File: config.mk
export PLATFORM = sky130hd
export DESIGN_NAME = lsu_mem_master
export DESIGN_NICKNAME = d
export VERILOG_FILES = /design/src/rtl/lsu_pkg.sv /design/src/rtl/lsu_align.sv /design/src/rtl/lsu_mem_master.sv
export SDC_FILE = /design/constraint.sdc
export NUM_CORES = 1
export LEC_CHECK = 0
export CAP_MARGIN = 15
export CELL_PAD_IN_SITES_DETAIL_PLACEMENT = 0
export CELL_PAD_IN_SITES_GLOBAL_PLACEMENT = 1
export CORE_UTILIZATION = 45
export DETAILED_ROUTE_END_ITERATION = 16
export GPL_TIMING_DRIVEN = 0
export HOLD_SLACK_MARGIN = 0.12
export PLACE_DENSITY_LB_ADDON = 0.1
export SYNTH_ARGS = -nofsm -noshare
export SYNTH_HDL_FRONTEND = slang
export SYNTH_SLANG_ARGS = --single-unit
File: constraint.sdc
create_clock -name clk -period 14.1 [get_ports clk]
set_clock_uncertainty 0.1 [all_clocks]
set_input_delay 2.82 -clock clk [delete_from_list [all_inputs] [get_ports clk]]
set_output_delay 2.82 -clock clk [all_outputs]
set_load 0.005 [all_outputs]
File: src/rtl/lsu_pkg.sv
// -----------------------------------------------------------------------------
// lsu_pkg
// Shared definitions for the load/store unit memory initiator:
//   - funct3 encodings for loads and stores (same encodings the data memory
//     decodes)
//   - FSM state encoding for lsu_mem_master
//   - size decode and legality helpers
// -----------------------------------------------------------------------------
package lsu_pkg;

    // Store encodings
    localparam logic [2:0] F3_SB  = 3'b000;
    localparam logic [2:0] F3_SH  = 3'b001;
    localparam logic [2:0] F3_SW  = 3'b010;

    // Load encodings
    localparam logic [2:0] F3_LB  = 3'b000;
    localparam logic [2:0] F3_LH  = 3'b001;
    localparam logic [2:0] F3_LW  = 3'b010;
    localparam logic [2:0] F3_LBU = 3'b100;
    localparam logic [2:0] F3_LHU = 3'b101;

    typedef enum logic [2:0] {
        ST_IDLE  = 3'd0,
        ST_REQ0  = 3'd1,
        ST_WAIT0 = 3'd2,
        ST_REQ1  = 3'd3,
        ST_WAIT1 = 3'd4,
        ST_RESP  = 3'd5
    } lsu_state_e;

    // Access size in bytes; 0 for encodings that carry no size.
    function automatic logic [2:0] size_bytes(input logic [2:0] funct3);
        case (funct3)
            3'b000, 3'b100: return 3'd1;
            3'b001, 3'b101: return 3'd2;
            3'b010:         return 3'd4;
            default:        return 3'd0;
        endcase
    endfunction

    function automatic logic funct3_legal(input logic we, input logic [2:0] funct3);
        if (we) begin
            return funct3 inside {F3_SB, F3_SH, F3_SW};
        end
        return funct3 inside {F3_LB, F3_LH, F3_LW, F3_LBU, F3_LHU};
    endfunction

endpackage

File: src/rtl/lsu_align.sv
// -----------------------------------------------------------------------------
// lsu_align
// Purely combinational lane logic for the load/store unit.
//   funct3_i  : access encoding (size + signedness)
//   offset_i  : byte offset within the word, addr[1:0]
//   wdata_i   : right-aligned store data
//   lo_i/hi_i : beat-0 and beat-1 read words
//   be0_o/be1_o       : byte enables for beat 0 / beat 1
//   wdata0_o/wdata1_o : lane-shifted store data for beat 0 / beat 1
//   split_o   : access crosses a word boundary and needs a second beat
//   ldata_o   : load result, extracted and sign/zero extended
// -----------------------------------------------------------------------------
module lsu_align
    import lsu_pkg::*;
(
    input  logic [2:0]  funct3_i,
    input  logic [1:0]  offset_i,
    input  logic [31:0] wdata_i,
    input  logic [31:0] lo_i,
    input  logic [31:0] hi_i,
    output logic [3:0]  be0_o,
    output logic [3:0]  be1_o,
    output logic [31:0] wdata0_o,
    output logic [31:0] wdata1_o,
    output logic        split_o,
    output logic [31:0] ldata_o
);

    logic [2:0]  size;
    logic [3:0]  base_mask;
    logic [7:0]  lane_mask;
    logic [63:0] wdata_shifted;
    logic [31:0] rdata_shifted;

    always_comb begin
        size          = size_bytes(funct3_i);
        // (2^n - 1): size 4 gives 16 - 1 = 4'b1111, which still fits 5 bits.
        base_mask     = 4'((5'd1 << size) - 5'd1);
        lane_mask     = 8'({4'b0000, base_mask} << offset_i);
        wdata_shifted = {32'b0, wdata_i} << {offset_i, 3'b000};
        rdata_shifted = 32'({hi_i, lo_i} >> {offset_i, 3'b000});
        split_o       = ({2'b00, offset_i} + {1'b0, size}) > 4'd4;

        be0_o    = lane_mask[3:0];
        be1_o    = lane_mask[7:4];
        wdata0_o = wdata_shifted[31:0];
        wdata1_o = wdata_shifted[63:32];

        // NOTE: every output of a combinational block needs a value on every
        // path; the default arm here is what keeps ldata_o from becoming a latch.
        case (funct3_i)
            F3_LB:   ldata_o = {{24{rdata_shifted[7]}},  rdata_shifted[7:0]};
            F3_LH:   ldata_o = {{16{rdata_shifted[15]}}, rdata_shifted[15:0]};
            F3_LW:   ldata_o = rdata_shifted;
            F3_LBU:  ldata_o = {24'b0, rdata_shifted[7:0]};
            F3_LHU:  ldata_o = {16'b0, rdata_shifted[15:0]};
            default: ldata_o = 32'b0;
        endcase
    end

endmodule

File: src/rtl/lsu_mem_master.sv
// -----------------------------------------------------------------------------
// lsu_mem_master
// Load/store initiator between the MEM stage and the byte-lane data memory.
// Accepts one load/store per req handshake, splits misaligned accesses into
// two word transactions, shifts store data into lanes and extends load data.
//
// Ports
//   clk, rst                      : clock, async active-high reset
//   req_valid/req_ready           : request handshake (ready only in IDLE)
//   req_we, req_funct3, req_addr, req_wdata : request payload
//   rsp_valid                     : one-cycle completion pulse
//   rsp_rdata, rsp_err            : registered result, held until next response
//   mem_req/mem_gnt               : memory request handshake
//   mem_we, mem_addr, mem_be, mem_wdata : memory request payload (0 when idle)
//   mem_rvalid, mem_rdata         : per-transaction read data / write ack
// -----------------------------------------------------------------------------
module lsu_mem_master
    import lsu_pkg::*;
#(
    parameter int ADDR_W = 32
) (
    input  logic              clk,
    input  logic              rst,
    input  logic              req_valid,
    output logic              req_ready,
    input  logic              req_we,
    input  logic [2:0]        req_funct3,
    input  logic [ADDR_W-1:0] req_addr,
    input  logic [31:0]       req_wdata,
    output logic              rsp_valid,
    output logic [31:0]       rsp_rdata,
    output logic              rsp_err,
    output logic              mem_req,
    input  logic              mem_gnt,
    output logic              mem_we,
    output logic [ADDR_W-1:0] mem_addr,
    output logic [3:0]        mem_be,
    output logic [31:0]       mem_wdata,
    input  logic              mem_rvalid,
    input  logic [31:0]       mem_rdata
);

    localparam logic [ADDR_W-1:0] WORD_BYTES = ADDR_W'(4);

    lsu_state_e        state_q;
    logic              we_q;
    logic [2:0]        f3_q;
    logic [ADDR_W-1:0] addr_q;
    logic [31:0]       wdata_q;
    logic [31:0]       lo_q;

    logic              req_ready_q;
    logic              rsp_valid_q;
    logic [31:0]       rsp_rdata_q;
    logic              rsp_err_q;
    logic              mem_req_q;
    logic              mem_we_q;
    logic [ADDR_W-1:0] mem_addr_q;
    logic [3:0]        mem_be_q;
    logic [31:0]       mem_wdata_q;

    // Lane logic sees the live request in IDLE so beat 0 can be registered
    // on the accept edge; afterwards it works from the captured request.
    logic              is_idle;
    logic [2:0]        al_funct3;
    logic [1:0]        al_offset;
    logic [31:0]       al_wdata;
    logic [31:0]       al_lo;
    logic [3:0]        be0, be1;
    logic [31:0]       wd0, wd1;
    logic              split;
    logic [31:0]       ld_data;
    logic              accept;
    logic [ADDR_W-1:0] beat0_addr_req;
    logic [ADDR_W-1:0] beat1_addr;

    assign is_idle   = (state_q == ST_IDLE);
    assign al_funct3 = is_idle ? req_funct3     : f3_q;
    assign al_offset = is_idle ? req_addr[1:0]  : addr_q[1:0];
    assign al_wdata  = is_idle ? req_wdata      : wdata_q;
    // In WAIT0 the low word is still on the bus; aligned loads finish from it.
    assign al_lo     = (state_q == ST_WAIT0) ? mem_rdata : lo_q;

    assign accept         = req_valid && req_ready_q;
    assign beat0_addr_req = {req_addr[ADDR_W-1:2], 2'b00};
    // Wraps modulo 2^ADDR_W at the top of the address space.
    assign beat1_addr     = {addr_q[ADDR_W-1:2], 2'b00} + WORD_BYTES;

    lsu_align u_align (
        .funct3_i (al_funct3),
        .offset_i (al_offset),
        .wdata_i  (al_wdata),
        .lo_i     (al_lo),
        .hi_i     (mem_rdata),
        .be0_o    (be0),
        .be1_o    (be1),
        .wdata0_o (wd0),
        .wdata1_o (wd1),
        .split_o  (split),
        .ldata_o  (ld_data)
    );

    // NOTE: all state here is updated with non-blocking assignments so every
    // register samples the pre-edge value of every other register.
    always_ff @(posedge clk or posedge rst) begin
        if (rst) begin
            state_q     <= ST_IDLE;
            we_q        <= 1'b0;
            f3_q        <= 3'b000;
            addr_q      <= '0;
            wdata_q     <= 32'b0;
            lo_q        <= 32'b0;
            req_ready_q <= 1'b1;
            rsp_valid_q <= 1'b0;
            rsp_rdata_q <= 32'b0;
            rsp_err_q   <= 1'b0;
            mem_req_q   <= 1'b0;
            mem_we_q    <= 1'b0;
            mem_addr_q  <= '0;
            mem_be_q    <= 4'b0000;
            mem_wdata_q <= 32'b0;
        end else begin
            rsp_valid_q <= 1'b0;
            case (state_q)
                ST_IDLE: begin
                    if (accept) begin
                        we_q        <= req_we;
                        f3_q        <= req_funct3;
                        addr_q      <= req_addr;
                        wdata_q     <= req_wdata;
                        req_ready_q <= 1'b0;
                        if (funct3_legal(req_we, req_funct3)) begin
                            state_q     <= ST_REQ0;
                            mem_req_q   <= 1'b1;
                            mem_we_q    <= req_we;
                            mem_addr_q  <= beat0_addr_req;
                            mem_be_q    <= be0;
                            mem_wdata_q <= req_we ? wd0 : 32'b0;
                        end else begin
                            // Illegal encodings never touch the memory port.
                            state_q     <= ST_RESP;
                            rsp_valid_q <= 1'b1;
                            rsp_err_q   <= 1'b1;
                            rsp_rdata_q <= 32'b0;
                        end
                    end
                end

                ST_REQ0, ST_REQ1: begin
                    if (mem_gnt) begin
                        state_q     <= (state_q == ST_REQ0) ? ST_WAIT0 : ST_WAIT1;
                        mem_req_q   <= 1'b0;
                        mem_we_q    <= 1'b0;
                        mem_addr_q  <= '0;
                        mem_be_q    <= 4'b0000;
                        mem_wdata_q <= 32'b0;
                    end
                end

                ST_WAIT0: begin
                    if (mem_rvalid) begin
                        lo_q <= mem_rdata;
                        if (split) begin
                            state_q     <= ST_REQ1;
                            mem_req_q   <= 1'b1;
                            mem_we_q    <= we_q;
                            mem_addr_q  <= beat1_addr;
                            mem_be_q    <= be1;
                            mem_wdata_q <= we_q ? wd1 : 32'b0;
                        end else begin
                            state_q     <= ST_RESP;
                            rsp_valid_q <= 1'b1;
                            rsp_err_q   <= 1'b0;
                            rsp_rdata_q <= we_q ? 32'b0 : ld_data;
                        end
                    end
                end

                ST_WAIT1: begin
                    if (mem_rvalid) begin
                        state_q     <= ST_RESP;
                        rsp_valid_q <= 1'b1;
                        rsp_err_q   <= 1'b0;
                        rsp_rdata_q <= we_q ? 32'b0 : ld_data;
                    end
                end

                ST_RESP: begin
                    state_q     <= ST_IDLE;
                    req_ready_q <= 1'b1;
                end

                default: begin
                    state_q     <= ST_IDLE;
                    req_ready_q <= 1'b1;
                    mem_req_q   <= 1'b0;
                end
            endcase
        end
    end

    assign req_ready = req_ready_q;
    assign rsp_valid = rsp_valid_q;
    assign rsp_rdata = rsp_rdata_q;
    assign rsp_err   = rsp_err_q;
    assign mem_req   = mem_req_q;
    assign mem_we    = mem_we_q;
    assign mem_addr  = mem_addr_q;
    assign mem_be    = mem_be_q;
    assign mem_wdata = mem_wdata_q;

endmodule

Word-level counts from Yosys, hierarchy flattened
Cells that the tools add are included.

word-level totals
  register bits after elaboration = 208
  output and inout port bits = 105
  input port bits = 105
  word-level logic and storage cells = 138

cells by class
  equal/unequal tests = 21
  shifts and indexed selects = 4
  muxes and demuxes = 72
  order comparisons = 1
  bitwise logic cells = 2
  add/sub/neg operators = 3
  reductions and logical operators = 20

operator list
  kind                                            number
  2-to-1 mux 32 bit                               19
  one-hot mux 32 bit (3 select lines)             3
  one-hot mux 32 bit (5 select lines)             1
  left shift 32 x 5 -> 64 bit                     1
  >> shifter 64 x 5 -> 32 bit                     1
  adder 32 x 3 -> 32 bit (second input constant)  1
  2-to-1 mux 1 bit                                27
  2-to-1 mux 3 bit                                8
  2-to-1 mux 4 bit                                5
  == test 3 bit (second input constant)           6
  AND reduction 6 bit                             3
  == test 3 x 2 -> 1 bit (second input constant)  4
  inequality test 2 bit (second input constant)   6
  one-hot mux 3 bit (4 select lines)              1
  one-hot mux 4 bit (3 select lines)              1
  == test 3 x 1 -> 1 bit (second input constant)  3
  zero test 3 bit                                 3
  one-hot mux 1 bit (3 select lines)              3
  one-hot mux 3 bit (3 select lines)              1
  nonzero test 3 bit                              3
  OR reduction 2 bit                              4
  left shift 4 x 2 -> 8 bit                       1
  AND reduction 2 bit                             3
  nonzero test 5 bit                              1
  other kinds (12)                                14

Longest topological paths before layout
Gate-level depths: netlist (run 1).

  word-level depth = 11
  mapped depth = 18
  mapped depth without buffers = 12

Cells and area by module
From an unflattened synthesis (run 1), not the netlist that was laid out.

second synthesis, totals
  cells, all modules = 1310
  area, all modules = 12264.3 µm²

by module, submodules not included
  module          sequential area each (µm²)  cells an instance  instances  area each (µm²)
  lsu_mem_master  5156.2                      1028               1          9944.5
  lsu_align       0.0                         282                1          2319.7

Worst setup path before layout (run 1)
No wires, ideal clock.

  kind = input -> register
  from = input req_addr[1]
  to = register mem_addr_q[10] (netlist: mem_addr[10])
  path buffers = 4
  required time = 13875 ps
  cell stages on the path = 13
  slack = 8074 ps
  setup time = 125 ps
  arrival = 5802 ps
  cell sequence = mux2_2 > inv_2 > buf_1 > buf_1 > fa_1 > nand2b_1 > a21oi_1 > mux2i_1 > nand2_1 > a21boi_1 > buf_2 > buf_6 > mux2_2

between the ends
  cells in the longest elaborated chain, start to end = 5

ends and longest elaborated chain
  item                                    line                   text
  start: declaration                      lsu_mem_master.sv:28   input logic [ADDR_W-1:0] req_addr,
  2-to-1 mux 2 bit                        lsu_mem_master.sv:79   assign al_offset = is_idle ? req_addr[1:0] : addr_q[1:0];
  adder 2 x 3 -> 4 bit                    lsu_align.sv:42        split_o = ({2'b00, offset_i} + {1'b0, size}) > 4'd4;
  greater-than comparator 4 x 3 -> 1 bit  lsu_align.sv:42
  inequality test 2 bit (no line)         n/a
  AND reduction 6 bit (no line)           n/a
  end signal: assignment                  lsu_mem_master.sv:136  mem_addr_q <= beat0_addr_req;
  end signal: assignment                  lsu_mem_master.sv:167  mem_addr_q <= beat1_addr;
  end: declaration                        lsu_mem_master.sv:58   logic [ADDR_W-1:0] mem_addr_q;

No other way between the ends.
A chain may end at the register's enable or synchronous reset.

Worst setup path in the final report (run 1)
  from = input req_addr[1]
  to = register mem_wdata_q[5] (netlist: mem_wdata[5])

between the ends
  cells in the longest elaborated chain, start to end = 6
  elaborated cells between the ends (all ways) = 13
  classes of those cells = 1 x add/sub; 1 x order compare; 1 x eq/ne; 1 x shift; 8 x mux; 1 x reduce/logical

ends and longest elaborated chain
  item                                                          line                   text
  2-to-1 mux 2 bit (*)                                          lsu_mem_master.sv:79
  branches (longest 5 deep; another with adder 2 x 3 -> 4 bit)  n/a
  end signal: assignment                                        lsu_mem_master.sv:138  mem_wdata_q <= req_we ? wd0 : 32'b0;
  end signal: assignment                                        lsu_mem_master.sv:169  mem_wdata_q <= we_q ? wd1 : 32'b0;
  end: declaration                                              lsu_mem_master.sv:60   logic [31:0] mem_wdata_q;

Every way passes the cells marked *. The select of a mux whose other input is x is not followed.

==> flow_metrics.env, run 1 <==
export IMPL_status="completed"
export IMPL_cts_made_buffers=24
export IMPL_slew_headroom=0.391
export IMPL_clockBufferDepth=3
export IMPL_tns_ns=0
export IMPL_track_usage=0.291
export IMPL_seq_area_frac_synth=0.436
export IMPL_grt_pass1_vias=9918
export IMPL_die_area_mm2=0.0270
export IMPL_cts_tree="done"
export IMPL_nNetsFinal=1456
export IMPL_synth_edf_count=0
export IMPL_area_growth_pct=28.4
export IMPL_synth_xor_area_frac=0.0229
export IMPL_rsz0062_at_grt="false"
export IMPL_criticalPathCategory="input pin to flip-flop"
export IMPL_gr_total_overflow=0
export IMPL_ys_ff_latch=206
export IMPL_mostFrequentLayoutCells="clkdlybuf4s50_1, dfrtp_1, mux2_2"
export IMPL_dp_slack_ns=6.07
export IMPL_start_util=0.465
export IMPL_grt_pass1_wl_mm=59.2
export IMPL_synth_ff_type="dfrtp_1"
export IMPL_max_freq_mhz=132
export IMPL_antenna_left=0
export IMPL_synthAdderAreaFrac=0.00677
export IMPL_post_cts_setup_buffer_count=0
export IMPL_synth_top_family_by_area="multiplexers"
export IMPL_fp_dieW_um=164
export IMPL_wl_per_cell_um=22.7
export IMPL_final_max_slew_viol_count=0
export IMPL_diodes=0
export IMPL_dpl_hpwl_mm=27.5
export IMPL_p_leak_nw=7.07
export IMPL_core_area_mm2=0.0255
export IMPL_cts_resized=0
export IMPL_layout_min_cycle_time_ns=7.60
export IMPL_syn_avg_cell_area_um2=10.7
export IMPL_clock_sinks=206
export IMPL_synth_compound_area_frac=0.137
export IMPL_fin_ws_ns=6.50
export IMPL_placementRows=58
export IMPL_gp_congestion=0.915
export IMPL_final_common_cell="clkdlybuf4s50_1"
export IMPL_syn_instance_count=1109
export IMPL_h_tree_depth=1
export IMPL_yosysUniqueCellTypes=63
export IMPL_end_kind="flip-flop"
export IMPL_maxCapViolCount=0
export IMPL_avgViaCountPerCell=5.92
export IMPL_firstDrtPassIters=5
export IMPL_antenna_found_initial=0
export IMPL_netlist_area_mm2=0.0118
export IMPL_finalSetupViolCount=0
export IMPL_synth_async_sr_flop_share=1.00
export IMPL_port_buffers=207
export IMPL_grt_max_degree=122
export IMPL_clkLatencyLatePin_ns=0.53
export IMPL_ys_warnings_count=0
export IMPL_arrival_ns=7.92
export IMPL_path_clk_slew_ns=0.06
export IMPL_tightest_slew_ns=0.913
export IMPL_vdd_drop_max_uv=71.3
export IMPL_synth_simple_gate_area_frac=0.100
export IMPL_drc=0
export IMPL_first_iter_violations=901
export IMPL_cp_required_ns=14.42
export IMPL_powerDensity_mw_per_mm2=90.6
export IMPL_ios=210
export IMPL_vias=10028
export IMPL_finalWirelength_mm=38.5
export IMPL_synthMuxAreaShare=0.258
export IMPL_start_kind="input pin"
export IMPL_hp_class="flip-flop to flip-flop"
export IMPL_cts_root_buf="clkbuf_16"
export IMPL_crit_fanout=10
export IMPL_drive_gt1_frac=0.188
export IMPL_finalHoldViolCount=0
export IMPL_min_period_over_period=0.539
export IMPL_ctsHoldBuffers=0
export IMPL_die_h_um=164
state kept, by name (all words and copies together) (netlist names):
name and cells:
addr_q 32, lo_q 32, mem_wdata 32, rsp_rdata 32, wdata_q 32, mem_addr 30, mem_be 4, f3_q 3
state_q 3, mem_req 1, mem_we 1, req_ready 1, rsp_err 1, rsp_valid 1, we_q 1
worst paths after layout:
kind | startpoint | to | slack, ns | cells after the start
setup / recovery | req_addr[1] | mem_wdata[5] | 6.50 | 14
hold / removal | rsp_rdata[8] | rsp_rdata[8] | 0.38 | 1
setup reg to reg | state_q[2] | mem_wdata[5] | 8.24 | 15
hold reg to reg | rsp_rdata[8] | rsp_rdata[8] | 0.38 | 1
max in group asynchronous | rst | addr_q[0] | 10.17 | 3
min in group asynchronous | rst | mem_addr[8] | 2.67 | 2
routing by layer:
| layer | share of wire | global-route usage |
|---|---|---|
| met3 | 0.068 | 0.0497 |
| met2 | 0.44 | 0.436 |
| met1 | 0.46 | 0.420 |
| met4 | 0.030 | 0.105 |
| met5 | 0 | 0 |
cells in the mapped netlist (9+ instances only):
cell	n	share of area
mux2_2	172	0.16
a2bb2oi_1	9	0.0067
a221o_1	16	0.014
nor2_1	23	0.0073
nor2b_1	12	0.0063
mux2i_1	94	0.080
inv_1	16	0.0051
nand2_1	141	0.045
xor2_1	9	0.0067
clkbuf_1	43	0.014
a211oi_1	17	0.011
nor3_1	22	0.0093
o21ai_0	38	0.016
a22o_1	18	0.013
dfrtp_1	205	0.43
xnor2_1	22	0.016
o22ai_1	25	0.013
buf_2	17	0.0072
buf_1	10	0.0032
a21oi_1	54	0.023
nand3_1	18	0.0076
a31oi_1	15	0.0079
worst max-delay path: stages:
cell             delay, ns
clkdlybuf4s50_1       0.54
mux2_2                0.39
inv_2                 0.27
buf_1                 0.50
buf_1                 0.58
fa_1                  0.52
nand2b_1              0.13
nand2_1               0.07
mux2i_1               0.36
nand2_1               0.13
a21boi_1              0.60
buf_2                 0.40
buf_6                 0.23
mux2_2                0.35
through the flow:
step	hold slack [ns]	instances	power, mW	area (um2)	util
after floorplan	0.379	1110	0.664	11800	-
after global placement	0.370	1647	0.728	14300	0.562
after detailed placement	0.376	1649	0.731	14400	0.564
after CTS	0.389	1693	1.38	15200	0.597
after global routing	0.408	1694	1.42	15200	0.597
final	0.383	1694	1.38	15200	0.597
area by class of cell:
type                    count  area [um2]
inverters                  17        71.3
repair buffers            210        2110
plain buffers              81         397
fillers                  2172       10300
clock buffers              38         744
well taps                 330         413
clock inverters             6        86.3
multi-input cells         806        6220
flip-flops and latches    206        5160
cell families (layout without fill, tap and decap cells):
group | count (synthesis) | in the layout
adder cells (fa/ha/maj) | 6 | 6
buffers and inverters | 98 | 352
XOR/XNOR | 31 | 31
AND/OR/NAND/NOR | 256 | 256
other | 1 | 2
AO/OA/AOI/OAI | 237 | 237
multiplexers | 274 | 274
flip-flops | 206 | 206
report_power, final:
group	leakage (nW)	switching [mW]	internal (mW)	total (mW)
registers	2.87	0	0.591	0.591
clock network	0.406	0.257	0.398	0.655
logic	3.80	0.0768	0.0543	0.131
(Power assumes the default switching activity.)
==> run 2, diff against run 1 <==
- CORE_UTILIZATION: 45 -> 42
- clock period: 14.1 -> 7.1 ns (I/O delays scaled with it)
==> flow_metrics.env, run 2 (same netlist as run 1, synthesis figures left out) <==
export IMPL_status="completed"
export IMPL_critPathMaxStageDelay_ns=0.68
export IMPL_drive_gt1_frac=0.192
export IMPL_n_fill_cell=2491
export IMPL_min_period_over_period=0.865
export IMPL_post_cts_setup_buffer_count=0
export IMPL_p_leak_nw=7.12
export IMPL_cp_slowest_cell="buf_1"
export IMPL_final_max_slew_viol_count=0
export IMPL_grt_pass1_wl_mm=59.3
export IMPL_dpl_cell_count=1702
export IMPL_ios=210
export IMPL_grt_pass1_vias=9887
export IMPL_nNetsFinal=1462
export IMPL_multi_input_area_mm2=0.00622
export IMPL_area_growth_pct=29.8
export IMPL_start_util=0.426
export IMPL_drc=0
export IMPL_h_tree_depth=1
export IMPL_tightest_slew_ns=0.908
export IMPL_dpl_hpwl_mm=28.4
export IMPL_wl_per_cell_um=22.5
export IMPL_cts_resized=0
export IMPL_fin_util=0.553
export IMPL_diodes=0
export IMPL_slew_headroom=0.389
export IMPL_path_delay_family="buffers and inverters"
export IMPL_firstDrtPassIters=6
export IMPL_core_area_mm2=0.0278
export IMPL_powerDensity_mw_per_mm2=181
export IMPL_stdcell_count=1745
export IMPL_crit_fanout=10
export IMPL_cts_root_buf="clkbuf_16"
export IMPL_rsz0062_at_grt="false"
export IMPL_ctsHoldBuffers=0
export IMPL_seq_area_mm2=0.00516
export IMPL_die_h_um=170
export IMPL_start_kind="input pin"
export IMPL_cp_required_ns=7.40
export IMPL_gr_total_overflow=0
export IMPL_hp_class="flip-flop to flip-flop"
export IMPL_criticalPathCategory="input pin to flip-flop"
export IMPL_path_clk_slew_ns=0.06
export IMPL_clkLatencyLatePin_ns=0.54
export IMPL_max_freq_mhz=163
export IMPL_fp_dieW_um=170
export IMPL_path_buf_inv=6
export IMPL_gp_congestion=0.901
export IMPL_vdd_drop_max_uv=128
export IMPL_grt_max_degree=40
export IMPL_mostFrequentLayoutCells="clkdlybuf4s50_1, dfrtp_1, mux2_2"
export IMPL_cp_cell_sequence="clkdlybuf4s50_1 > mux2_2 > inv_2 > buf_1 > buf_1 > fa_1 > nand2b_1 > a21oi_1 > mux2i_1 > nand2_1 > a21boi_1 > buf_2 > buf_6 > mux2_2"
export IMPL_clock_sinks=206
export IMPL_end_kind="flip-flop"
export IMPL_finalHoldViolCount=0
export IMPL_track_usage=0.272
export IMPL_antenna_left=0
export IMPL_clockBufferDepth=3
export IMPL_die_area_mm2=0.0289
export IMPL_cts_made_buffers=26
export IMPL_port_buffers=207
export IMPL_antenna_found_initial=0
export IMPL_vias=10039
export IMPL_avgViaCountPerCell=5.75
export IMPL_tns_ns=0
export IMPL_arrival_ns=6.45
export IMPL_cts_tree="done"
export IMPL_maxCapViolCount=0
export IMPL_first_iter_violations=843
export IMPL_placementRows=61
export IMPL_layout_min_cycle_time_ns=6.14
export IMPL_finalWirelength_mm=39.2
export IMPL_final_common_cell="clkdlybuf4s50_1"
export IMPL_finalSetupViolCount=0
## run 2: cell count changes in the layout (fill, tap and decap cells not counted), sizes merged
cell  before  now
buf       41   45
inv       17   16
## run 2: per-stage QoR
stage	setup WS [ns]	hold WS, ns	total power [mW]	cell area, um2
after floorplan	2.47	0.379	1.32	11800
after global routing	0.723	0.404	2.87	15400
after global placement	0.536	0.377	1.45	14400
final	0.958	0.385	2.78	15400
after CTS	1.00	0.392	2.80	15400
after detailed placement	0.470	0.377	1.46	14500
## run 2: path summary, 6_finish.rpt
kind,slack [ns],start,depth (start not counted),end
max,0.96,req_addr[1],14,mem_wdata[3]
min,0.39,rsp_rdata[12],1,rsp_rdata[12]
max reg2reg,1.31,state_q[2],15,mem_wdata[3]
min reg2reg,0.39,rsp_rdata[12],1,rsp_rdata[12]
max in group asynchronous,4.60,rst,4,req_ready
min in group asynchronous,1.32,rst,2,wdata_q[5]
## run 2: worst reg2reg max path: stages (launching register included)
cell and delay (ns):
dfrtp_1 0.37, buf_6 0.14, nor3_4 0.50, mux2_2 0.47, inv_2 0.26, buf_1 0.50, buf_1 0.68, fa_1 0.54
nand2b_1 0.13, a21oi_1 0.08, mux2i_1 0.34, nand2_1 0.13, a21boi_1 0.47, buf_2 0.40, buf_6 0.22, mux2_2 0.36
## run 2: area by class of cell
cell class / instances / area share
multi-input combinational: 806 / 0.405
sequential: 206 / 0.336
timing repair buffer: 214 / 0.142
clock buffer: 38 / 0.0512
tap: 378 / 0.0308
buffer: 81 / 0.0258
clock inverter: 5 / 0.00489
inverter: 17 / 0.00440
## run 2: power breakdown
part / internal, mW / switching [mW] / total, mW
Clock: 0.829 / 0.508 / 1.34
Sequential: 1.17 / 0 / 1.17
Combinational: 0.112 / 0.153 / 0.265
Total: 2.12 / 0.662 / 2.78
## run 2: layer usage
| metal | GRT usage | up-vias | share of wire |
|---|---|---|---|
| met1 | 0.377 | 4924 | 0.45 |
| li1 | - | 4579 | - |
| met2 | 0.426 | 452 | 0.45 |
| met5 | 0 | - | 0 |
| met4 | 0.0932 | 0 | 0.029 |
| met3 | 0.0528 | 84 | 0.073 |
==> run 3, diff against run 2 <==
- MAX_ROUTING_LAYER: not set -> met4
==> flow_metrics.env, run 3 (same netlist as run 1, synthesis figures left out) <==
export IMPL_status="completed"
export IMPL_firstDrtPassIters=5
export IMPL_maxCapViolCount=0
export IMPL_h_tree_depth=1
export IMPL_met3_wirelength_mm=2.42
export IMPL_finalHoldViolCount=0
export IMPL_hold_path_depth=1
export IMPL_finalPower_mw=2.64
export IMPL_hp_class="flip-flop to flip-flop"
export IMPL_core_area_mm2=0.0278
export IMPL_ctsHoldBuffers=0
export IMPL_die_area_mm2=0.0289
export IMPL_vias=9947
export IMPL_powerDensity_mw_per_mm2=173
export IMPL_cts_tree="done"
export IMPL_track_usage=0.282
export IMPL_drc=0
export IMPL_grt_max_degree=39
export IMPL_finalWirelength_mm=39.0
export IMPL_fin_ws_ns=0.789
export IMPL_vdd_drop_max_uv=158
export IMPL_final_max_slew_viol_count=0
export IMPL_gr_total_overflow=0
export IMPL_clock_sinks=206
export IMPL_path_clk_slew_ns=0.06
export IMPL_mostFrequentLayoutCells="clkdlybuf4s50_1, dfrtp_1, mux2_2"
export IMPL_die_h_um=170
export IMPL_wl_met2_mm=17.3
export IMPL_post_cts_setup_buffer_count=0
export IMPL_nNetsFinal=1461
export IMPL_dp_slack_ns=0.419
export IMPL_start_kind="input pin"
export IMPL_cts_resized=0
export IMPL_wl_per_cell_um=22.4
export IMPL_antenna_left=0
export IMPL_rr_worst_depth=15
export IMPL_antenna_found_initial=1
export IMPL_port_buffers=207
export IMPL_start_util=0.426
export IMPL_rsz0062_at_grt="false"
export IMPL_clkLatencyLatePin_ns=0.54
export IMPL_clockBufferDepth=3
export IMPL_crit_fanout=10
export IMPL_ios=210
export IMPL_avgViaCountPerCell=5.70
export IMPL_p_leak_nw=7.06
export IMPL_cts_made_buffers=25
export IMPL_fin_util=0.549
export IMPL_end_kind="flip-flop"
export IMPL_cp_required_ns=7.41
export IMPL_drive_gt1_frac=0.188
export IMPL_layout_min_cycle_time_ns=6.31
export IMPL_dpl_hpwl_mm=28.6
export IMPL_grt_pass1_vias=9820
export IMPL_fp_dieW_um=170
export IMPL_slew_headroom=0.343
export IMPL_cts_root_buf="clkbuf_16"
export IMPL_area_growth_pct=28.9
export IMPL_arrival_ns=6.62
export IMPL_final_common_cell="clkdlybuf4s50_1"
export IMPL_max_freq_mhz=158
export IMPL_gp_congestion=0.916
export IMPL_routed_top_layer="met4"
export IMPL_grt_pass1_wl_mm=59.4
export IMPL_tightest_slew_ns=0.982
export IMPL_tns_ns=0
export IMPL_finalSetupViolCount=0
export IMPL_drt_met1_wl_mm=17.9
export IMPL_placementRows=61
export IMPL_criticalPathCategory="input pin to flip-flop"
export IMPL_first_iter_violations=805
export IMPL_min_period_over_period=0.889
run 3: cell types whose count changed in the layout (fill, tap and decap cells not counted):
cell,delta
bufinv_16,-2
clkbuf_1,+4
clkbuf_16,-2
clkbuf_8,-1
clkinv_2,-3
clkinv_4,+1
diode_2,+1
inv_6,+1
run 3: where the power goes:
part | switching, mW | internal [mW]
combinational | 0.154 | 0.112
clock | 0.495 | 0.706
sequential | 0 | 1.17
total | 0.649 | 1.99
run 3: path summary, 6_finish.rpt:
| path | slack (ns) | from | to |
|---|---|---|---|
| setup / recovery | 0.79 | req_addr[1] | mem_addr[28] |
| hold / removal | 0.38 | rsp_rdata[6] | rsp_rdata[6] |
| setup reg to reg | 1.19 | state_q[2] | mem_addr[28] |
| hold reg to reg | 0.38 | rsp_rdata[6] | rsp_rdata[6] |
| max in group asynchronous | 4.93 | rst | req_ready |
| min in group asynchronous | 1.28 | rst | wdata_q[0] |
run 3: per-stage QoR:
stage / instances / hold WS [ns] / area [um2]
final: 1744 / 0.385 / 15300
after global routing: 1744 / 0.407 / 15300
after CTS: 1743 / 0.393 / 15300
after global placement: 1695 / 0.377 / 14400
after detailed placement: 1702 / 0.376 / 14500
after floorplan: 1110 / 0.379 / 11800
run 3: worst max-delay path, stage by stage:
cell	delay (ns)
clkdlybuf4s50_1	0.55
mux2_2	0.39
inv_2	0.28
buf_1	0.50
buf_1	0.68
fa_1	0.54
nand2b_1	0.13
nand2_1	0.07
mux2i_1	0.36
nand2_1	0.14
a21boi_1	0.58
buf_2	0.40
buf_6	0.22
mux2_2	0.35
run 3: per-layer routing:
layer | GRT usage | up-vias
li1 | - | 4574
met1 | 0.394 | 4893
met2 | 0.419 | 393
met3 | 0.0402 | 87
met4 | 0.0948 | 0
met5 | - | -
run 3: final cells by class:
type | instances | area (um2)
Buffer | 81 | 397
Clock inverter | 2 | 17.5
Antenna cell | 1 | 2.50
Inverter | 17 | 67.6
Fill cell | 2528 | 12500
Clock buffer | 39 | 738
Multi-Input combinational cell | 806 | 6220
Sequential cell | 206 | 5160
Tap cell | 378 | 473
Timing Repair Buffer | 214 | 2190
